`config.mk`:
```
export PLATFORM = sky130hd
export DESIGN_NAME = traffic_scheduler
export DESIGN_NICKNAME = d
export VERILOG_FILES = /design/src/rtl/traffic_pkg.sv /design/src/rtl/traffic_lane_gen.sv /design/src/rtl/traffic_scheduler.sv
export SDC_FILE = /design/constraint.sdc
export NUM_CORES = 1
export LEC_CHECK = 0
export BUFFER_PORTS_ARGS = -buffer_cell sky130_fd_sc_hd__buf_2
export CAP_MARGIN = 10
export CORE_ASPECT_RATIO = 0.8
export CORE_MARGIN = 4
export CORE_UTILIZATION = 55
export CTS_CLUSTER_DIAMETER = 120
export DETAILED_ROUTE_END_ITERATION = 10
export PLACE_DENSITY_LB_ADDON = 0.05
export SETUP_SLACK_MARGIN = 0.05
export SYNTH_ARGS = -nofsm -noshare
export SYNTH_HDL_FRONTEND = slang
export SYNTH_SLANG_ARGS = --single-unit
```
`constraint.sdc`:
```
create_clock -name i_clk -period 4.2 [get_ports i_clk]
set_clock_uncertainty 0.2 [all_clocks]
set_input_delay 0.42 -clock i_clk [delete_from_list [all_inputs] [get_ports i_clk]]
set_output_delay 0.42 -clock i_clk [all_outputs]
set_load 0.01 [all_outputs]
```
`src/rtl/traffic_pkg.sv`:
```
// rtl/traffic_pkg.sv - shared constants, tables and state type for the traffic scheduler
package traffic_pkg;

    typedef enum logic [1:0] {
        IDLE  = 2'd0,
        RUN   = 2'd1,
        CRASH = 2'd2
    } state_t;

    // Entry 3 repeats lane 0 so a raw 2-bit lane index can never select outside the road
    localparam logic [9:0] LANE_X [4] = '{10'd170, 10'd300, 10'd430, 10'd170};

    localparam logic [2:0] STEPS_PER_LEVEL [4] = '{3'd6, 3'd4, 3'd3, 3'd2};

    localparam logic [5:0] LVL1_MIN = 6'd10;
    localparam logic [5:0] LVL2_MIN = 6'd20;
    localparam logic [5:0] LVL3_MIN = 6'd35;

    function automatic logic [1:0] level_of(input logic [5:0] score);
        if (score < LVL1_MIN)      return 2'd0;
        else if (score < LVL2_MIN) return 2'd1;
        else if (score < LVL3_MIN) return 2'd2;
        else                       return 2'd3;
    endfunction

endpackage

```
`src/rtl/traffic_lane_gen.sv`:
```
// rtl/traffic_lane_gen.sv - lane picker for new cars; RANDOM_LANE_EN selects LFSR, else round-robin
module traffic_lane_gen
    import traffic_pkg::*;
(
    input  logic       i_clk,
    input  logic       i_reset,
    input  logic       i_advance,
    input  logic       i_next,
    output logic [1:0] o_lane
);

`ifdef RANDOM_LANE_EN
    logic [2:0] r_lfsr;
    logic [1:0] r_last;
    logic [1:0] w_raw;
    logic [1:0] w_lane;

    assign w_raw  = (r_lfsr[1:0] == 2'd3) ? 2'd0 : r_lfsr[1:0];
    // Never repeat the previous lane back to back
    assign w_lane = (w_raw != r_last) ? w_raw : ((w_raw == 2'd2) ? 2'd0 : w_raw + 2'd1);
    assign o_lane = w_lane;

    always_ff @(posedge i_clk) begin
        if (i_reset) begin
            r_lfsr <= 3'b101;
            r_last <= 2'd3;
        end else begin
            if (i_advance) r_lfsr <= {r_lfsr[1:0], r_lfsr[2] ^ r_lfsr[1]};
            if (i_next)    r_last <= w_lane;
        end
    end
`else
    logic [1:0] r_rr;
    logic       w_unused;

    assign w_unused = i_advance;
    assign o_lane   = r_rr;

    always_ff @(posedge i_clk) begin
        if (i_reset)     r_rr <= 2'd0;
        else if (i_next) r_rr <= (r_rr == 2'd2) ? 2'd0 : r_rr + 2'd1;
    end
`endif

endmodule

```
`src/rtl/traffic_scheduler.sv`:
```
// rtl/traffic_scheduler.sv - spawns, moves and retires traffic car slots; tracks score/level/crash
// Lane choice is random when RANDOM_LANE_EN is defined, round-robin otherwise.
module traffic_scheduler
    import traffic_pkg::*;
#(
    parameter int NUM_CARS  = 4,
    parameter int TICK_DIV  = 200000,
    parameter int STEP_PX   = 4,
    parameter int SCREEN_H  = 480,
    parameter int SPAWN_GAP = 100,
    parameter int MAX_SCORE = 50
) (
    input  logic                  i_clk,
    input  logic                  i_reset,
    input  logic                  i_start,
    input  logic                  i_collision,
    output logic [10*NUM_CARS-1:0] o_car_x,
    output logic [10*NUM_CARS-1:0] o_car_y,
    output logic [NUM_CARS-1:0]   o_car_en,
    output logic [5:0]            o_score,
    output logic [1:0]            o_level,
    output logic                  o_game_over
);

    localparam int         PW        = (TICK_DIV > 1) ? $clog2(TICK_DIV) : 1;
    localparam logic [PW-1:0] TICK_LAST = PW'(TICK_DIV - 1);
    localparam logic [9:0] Y_EXIT    = 10'(SCREEN_H);
    localparam logic [9:0] Y_GAP     = 10'(SPAWN_GAP);
    localparam logic [9:0] Y_STEP    = 10'(STEP_PX);
    localparam logic [6:0] SCORE_MAX = 7'(MAX_SCORE);

    state_t              r_state;
    state_t              w_next_state;
    logic [PW-1:0]       r_presc;
    logic [2:0]          r_step_cnt;
    logic [5:0]          r_score;
    logic [1:0]          r_level;
    logic                r_game_over;

    logic                w_run;
    logic                w_tick;
    logic                w_step_due;
    logic                w_step;
    logic                w_spawn_ok;
    logic                w_spawn;
    logic [1:0]          w_lane;
    logic [NUM_CARS-1:0] w_en;
    logic [NUM_CARS-1:0] w_exit;
    logic [NUM_CARS-1:0] w_blocking;
    logic [NUM_CARS-1:0] w_spawn_sel;
    logic [3:0]          w_exit_cnt;
    logic [6:0]          w_score_sum;
    logic [5:0]          w_score_next;

    always_ff @(posedge i_clk) begin
        if (i_reset) r_state <= IDLE;
        else         r_state <= w_next_state;
    end

    always_comb begin
        w_next_state = r_state;
        case (r_state)
            IDLE:    if (i_start) w_next_state = RUN;
            RUN:     if (i_collision) w_next_state = CRASH;
            CRASH:   w_next_state = CRASH;
            default: w_next_state = IDLE;
        endcase
    end

    assign w_run      = (r_state == RUN);
    assign w_tick     = w_run && (r_presc == TICK_LAST);
    assign w_step_due = w_tick && (r_step_cnt == STEPS_PER_LEVEL[r_level]);
    // A collision in the same cycle wins: the pending step is dropped
    assign w_step     = w_step_due && !i_collision;

    always_ff @(posedge i_clk) begin
        if (i_reset) begin
            r_presc    <= '0;
            r_step_cnt <= '0;
        end else if (w_run) begin
            r_presc <= (r_presc == TICK_LAST) ? '0 : r_presc + 1'b1;
            if (w_tick) r_step_cnt <= w_step_due ? 3'd0 : r_step_cnt + 3'd1;
        end
    end

    // Lowest clear bit of the pre-step enable vector is the spawn target
    assign w_spawn_sel = ~w_en & (w_en + 1'b1);
    assign w_spawn_ok  = ~|w_blocking;
    assign w_spawn     = w_step && w_spawn_ok && (w_spawn_sel != '0);

    always_comb begin
        w_exit_cnt = 4'd0;
        for (int i = 0; i < NUM_CARS; i++) w_exit_cnt = w_exit_cnt + {3'b000, w_exit[i]};
    end

    assign w_score_sum  = {1'b0, r_score} + {3'b000, w_exit_cnt};
    assign w_score_next = (w_score_sum > SCORE_MAX) ? SCORE_MAX[5:0] : w_score_sum[5:0];

    traffic_lane_gen u_lane_gen (
        .i_clk     (i_clk),
        .i_reset   (i_reset),
        .i_advance (w_run),
        .i_next    (w_spawn),
        .o_lane    (w_lane)
    );

    for (genvar g = 0; g < NUM_CARS; g++) begin : g_slot
        logic [9:0] r_x;
        logic [9:0] r_y;
        logic       r_en;

        assign w_en[g]       = r_en;
        assign w_exit[g]     = r_en && (r_y > Y_EXIT);
        assign w_blocking[g] = r_en && (r_y < Y_GAP);
        assign o_car_x[10*g +: 10] = r_x;
        assign o_car_y[10*g +: 10] = r_y;

        always_ff @(posedge i_clk) begin
            if (i_reset) begin
                r_x  <= LANE_X[0];
                r_y  <= 10'd0;
                r_en <= 1'b0;
            end else if (w_step) begin
                if (w_exit[g]) begin
                    r_en <= 1'b0;
                    r_y  <= 10'd0;
                end else if (r_en) begin
                    r_y <= r_y + Y_STEP;
                end else if (w_spawn && w_spawn_sel[g]) begin
                    r_en <= 1'b1;
                    r_y  <= 10'd0;
                    r_x  <= LANE_X[w_lane];
                end
            end
        end
    end

    always_ff @(posedge i_clk) begin
        if (i_reset) begin
            r_score     <= 6'd0;
            r_level     <= 2'd0;
            r_game_over <= 1'b0;
        end else begin
            if (w_step) r_score <= w_score_next;
            r_level     <= level_of(r_score);
            r_game_over <= (w_next_state == CRASH);
        end
    end

    assign o_car_en    = w_en;
    assign o_score     = r_score;
    assign o_level     = r_level;
    assign o_game_over = r_game_over;

endmodule

```
== After elaboration in Yosys (flattened, before gate mapping) ==
Cells that the tools add are included.

* Logic and storage cells: 140
* Input port bits: 4
* Register bits: 118
* Output and inout port bits: 93

* Add/subtract/negate cells: 12
* Bitwise gates (word level): 12
* Eq/ne operators: 6
* Reduce and logical (&&, ||, !) cells: 37
* Order comparisons: 14
* Muxes and demuxes: 39

{| class="wikitable"
|+ Operators by type and width
! kind !! number
|-
| $mux W10 || 14
|-
| $add A10 B3 Y10 const B || 4
|-
| $gt A10 B9 Y1 const B || 4
|-
| $lt A10 B7 Y1 const B || 4
|-
| $bmux W10 S2 || 1
|-
| $add A18 B1 Y18 const B || 1
|-
| $eq A18 B18 Y1 const B || 1
|-
| $mux W18 || 1
|-
| $logic_and A1 B1 Y1 || 17
|-
| $reduce_and A4 Y1 || 4
|-
| $mux W1 || 14
|-
| $reduce_bool A3 Y1 || 4
|-
| $reduce_and A2 Y1 || 5
|-
| $mux W3 || 3
|-
| $not A1 Y1 || 8
|-
| $add A6 B4 Y7 || 1
|-
| $gt A7 B6 Y1 const B || 1
|-
| $bmux W3 S2 || 1
|-
| $eq A2 B2 Y1 const B || 3
|-
| $ge A3 B3 Y1 const B || 2
|-
| $lt A6 B4 Y1 const B || 1
|-
| $lt A6 B5 Y1 const B || 1
|-
| $lt A6 B6 Y1 const B || 1
|-
| $mux W2 || 3
|-
| other kinds (19) || 21
|}

== Longest topological paths before layout ==
* Depth after elaboration: 13
* Gate-level depth with buffers: 16
* Mapped depth without buffers: 16

== Cells and area by module ==
Synthesis repeated with hierarchy kept, for this count alone.

* Cell total of the unflattened synthesis: 563
* Area, all modules: 4561.9 µm²

{| class="wikitable"
|+ By module, submodules not included
! module !! times used !! sequential area each (µm²) !! area an instance (µm²) !! cells an instance
|-
| traffic_scheduler || 1 || 1521.5 || 4483.0 || 555
|-
| traffic_lane_gen || 1 || 40.0 || 78.8 || 8
|}

== Worst setup path before layout ==
Ideal clock, no wire load.

* Path kind: register to register
* From: register g_slot[0].r_y[2]
* To: register r_score[2] (netlist: o_score[2])
* Required time: 3.886 ns
* Period minus slack after synthesis: 3.701 ns
* Path buffers: 0
* Library setup time: 0.114 ns
* Arrival time: 3.387 ns
* Setup slack: 0.499 ns
* Stages on the path, launching flop included: 17
* Cell sequence: dfxtp_1 inv_1 ha_1 nand2b_1 a31oi_1 nor2_1 fa_1 inv_1 fa_1 inv_1 fa_1 nand3b_1 or3_1 a31oi_1 a21oi_1 a21boi_0 a2111oi_0

* Word-level cells in the longest chain between the ends: 8

{| class="wikitable"
|+ RTL lines
! element !! RTL line !! source
|-
| start, declared || traffic_scheduler.sv:109 || <nowiki>logic [9:0] r_y;</nowiki>
|-
| start signal, assigned || traffic_scheduler.sv:128 || <nowiki>r_y <= r_y + Y_STEP;</nowiki>
|-
| $gt A10 B9 Y1 (*) || traffic_scheduler.sv:113 || <nowiki>assign w_exit[g] = r_en && (r_y > Y_EXIT);</nowiki>
|-
| $logic_and A1 B1 Y1 (*) || traffic_scheduler.sv:113 ||
|-
| $add A1 B1 Y2 (*) || traffic_scheduler.sv:93 || <nowiki>for (int i = 0; i < NUM_CARS; i++) w_exit_cnt = w_exit_cnt + {3'b000, w_exit[i]};</nowiki>
|-
| $add A2 B1 Y3 (*) || traffic_scheduler.sv:93 ||
|-
| $add A3 B1 Y4 (*) || traffic_scheduler.sv:93 ||
|-
| $add A6 B4 Y7 (*) || traffic_scheduler.sv:96 || <nowiki>assign w_score_sum = {1'b0, r_score} + {3'b000, w_exit_cnt};</nowiki>
|-
| $gt A7 B6 Y1 || traffic_scheduler.sv:97 || <nowiki>assign w_score_next = (w_score_sum > SCORE_MAX) ? SCORE_MAX[5:0] : w_score_sum[5:0];</nowiki>
|-
| $mux W6 (*) || traffic_scheduler.sv:97 ||
|-
| end signal, assigned || traffic_scheduler.sv:144 || <nowiki>if (w_step) r_score <= w_score_next;</nowiki>
|-
| end, declared || traffic_scheduler.sv:36 || <nowiki>logic [5:0] r_score;</nowiki>
|}

Mark *: on every way between the ends. The rest lies on a longest branch, timed or not.
A chain may end at the register's enable or synchronous reset.

== Worst setup path in the final report ==
Ends and elaborated chain as after synthesis.

==> impl_metrics.yaml <==
synthesis:
  syn_area_um2: 4530
  synth.avg_cell_area_um2: 8.10
  yosysSeqAreaShare_pct: 34.5
  synth_cell_types: 56
  synthCells: 559
  async_flop_share_pct: 0
  synth_ff_type: "dfxtp_1"
  ys_warn_count: 0
  ys_ff_latch: 78
  synth_edf_count: 0
setup_path:
  critPathMaxFanout: 8
  critPathArrivalTime_ns: 3.97
  cp_slowest_cell: "fa_1"
  crit_chain: "inv_1, ha_1, nand2b_1, a31oi_4, nor2_2, fa_1, inv_1, fa_1, inv_1, fa_2, nand3b_1, or3_1, a31oi_1, a21oi_1, a21boi_0, a2111oi_2"
  path_common_cell: "inv_1"
  required_ns: 4.25
  startpoint_type: "register"
  endpoint_kind: "register"
  crit_family: "adder cells"
  worstSetupPathType: "register to register"
  cp_slowest_stage_delay_ns: 0.50
  crit_buf_inv: 3
timing:
  setup_ws_ns: 0.274
  relSlewSlack_pct: 36.0
  hold_viol_final: 0
  period_share_pct: 93.5
  rsz0062_at_grt: "no"
  fmax_mhz: 255
  drv_slew: 0
  holdWs_ns: 0.149
  fin_crit_ns: 3.93
  worst_slew_pin_slew_ns: 0.961
  setup_viol: 0
place:
  dp_slack_ns: -0.0706
  portBuffers: 64
  routabilityCongestion: 0.864
  hpwl_mm: 7.58
cells_and_area:
  drive_above_1_share_pct: 16.8
  fillCellCount: 753
  nets: 632
  syn_to_final_growth_pct: 9.75
  antenna_cells: 0
cts:
  cts_buffers: 9
  path_clk_slew_ns: 0.09
  clk_latency_ns: 0.36
  clock_path_buffers: 2
  htree_levels: 3
  cts-hold-fix-buffers: 0
  cts_sinks: 78
  clock_tree.root_cell: "clkbuf_8"
  cts_tree: "done"
routing:
  ant_nets: 0
  wire_per_inst_um: 14.7
  drtIter0Drc: 188
  drt_first_pass_iters: 4
  num_vias: 3976
  drc: 0
  viasPerCell: 5.52
  totalWireLength_mm: 10.6
floorplanning:
  start_util_pct: 56.7
  rows: 29
  die_y_um: 89.2
  die-area_um2: 9760
  die_w_um: 109
  io_pins: 97
  coreArea_um2: 7980
global_routing:
  use_met3_pct: 4.19
  grt_first_pass_wirelength_mm: 16.7
  grtUsageTotal_pct: 21.4
  grt_pass1_vias: 3404
  grtUsageMet1_pct: 29.1
  antenna_found_initial: 0
  grt_max_degree: 44
  met2_usage_pct: 34.9
  grt_busiest_layer: "met2"
  overflow: 0
outcome:
  status: "finished, final reports clean"
power:
  powerDensity_nw_per_um2: 264
  power_leakage_nw: 2.01
  power_mw: 1.31
  max-vdd-ir-drop_v: 0.000206
flow_run:
  max_cap_viol_count: 0
worst_hold_path:
  hold_class: "primary input to register"
## cells by family (layout without fill, tap and decap cells)
group / Yosys count / count (layout) / synth area share (%)
compound gates: 120 / 120 / 15.8
xor+xnor: 16 / 16 / 3.09
fa+ha+maj: 21 / 21 / 6.30
buf+inv: 90 / 113 / 11.2
flops: 78 / 78 / 34.5
mux: 13 / 13 / 2.87
other cells: 2 / 32 / 0.166
simple gates: 219 / 219 / 26.2
## path summary, 6_finish.rpt
path / startpoint / to / slack, ns / depth (start not counted)
max reg2reg: g_slot[0].r_y[2] / o_score[2] / 0.27 / 16
min: i_start / r_state[0] / 0.15 / 3
min reg2reg: r_state[1] / r_state[0] / 0.25 / 1
max: g_slot[0].r_y[2] / o_score[2] / 0.27 / 16
## report_power, final
part	switching, mW	internal [mW]	total [mW]
logic	0.0329	0.00841	0.0413
clock network	0.306	0.221	0.526
registers	0.00245	0.742	0.745
total	0.341	0.971	1.31
## repair_timing
action / CTS / global route
endpoints found under the setup margin: 1 / 3
setup buffers: 0 / 2
pin swaps: 0 / 3
resized for setup: 3 / 7
## worst register-to-register path: stages (launching register included)
cell	delay, ns
dfxtp_1	0.36
inv_1	0.11
ha_1	0.15
nand2b_1	0.09
a31oi_4	0.22
nor2_2	0.07
fa_1	0.50
inv_1	0.05
fa_1	0.39
inv_1	0.10
fa_2	0.29
nand3b_1	0.08
or3_1	0.34
a31oi_1	0.20
a21oi_1	0.09
a21boi_0	0.18
a2111oi_2	0.41
## flip-flops by register name (all words and copies together) (netlist names)
name	count
g_slot.r_y	32
r_presc	18
g_slot.r_x	8
o_score	6
g_slot.r_en	4
r_step_cnt	3
o_level	2
r_state	2
u_lane_gen.o_lane	2
o_game_over	1
## routing by layer
metal  wire (µm)  vias to the layer above
met2        4940                      113
li1            -                     1983
met4         100                        0
met3         580                       10
met5           0                        -
met1        4970                     1870
## cells in the mapped netlist (2+ instances only)
cell type	count	area (µm²)
dfxtp_1	78	1560
nor2_1	55	206
a21oi_1	45	225
buf_4	44	330
o21ai_0	39	195
nand2_1	31	116
inv_1	23	86.3
nand3_1	22	110
clkbuf_1	21	78.8
ha_1	18	225
and3_1	17	106
mux2i_1	13	130
nand4_1	13	81.3
nor3_1	12	60.1
xor2_1	11	96.3
and2_1	9	56.3
nor2b_1	9	56.3
nand2b_1	8	50.1
or3_1	8	50.1
a31oi_1	6	37.5
o31ai_1	6	45.0
nand3b_1	5	37.5
nor3b_1	5	37.5
o21a_1	5	37.5
or4_1	5	37.5
xnor2_1	5	43.8
and4_1	4	35.0
nor4b_1	4	35.0
fa_1	3	60.1
nor4_1	3	18.8
a2111oi_0	2	17.5
a211oi_1	2	15.0
a21o_1	2	15.0
and3b_1	2	17.5
buf_2	2	10.0
conb_1	2	7.51
## cell usage in the layout (no fill, tap or decap), types with 13 or more instances in the layout
master	count
a21oi_1	45
and3_1	17
buf_2	64
conb_1	32
dfxtp_1	78
ha_1	18
inv_1	23
mux2i_1	13
nand2_1	31
nand3_1	22
nand4_1	13
nor2_1	54
o21ai_0	39
## stage by stage
step / cells / TNS (ns) / area [µm²] / util, %
after floorplan: 589 / 0 / 4640 / -
after global placement: 702 / 0 / 4740 / 59.4
after detailed placement: 702 / -0.0706 / 4740 / 59.4
after CTS: 718 / 0 / 4930 / 61.7
after global routing: 720 / 0 / 4970 / 62.3
final: 720 / 0 / 4970 / 62.3
## area by class of cell
type	count	area, µm²	share of cell area [%]
Tap cell	108	135	2.72
Clock inverter	7	56.3	1.13
Sequential cell	78	1560	31.4
Multi-Input combinational cell	421	2610	52.6
Inverter	23	86.3	1.74
Timing Repair Buffer	74	395	7.95
Clock buffer	9	124	2.49
Power figures use the tool's default switching activity.
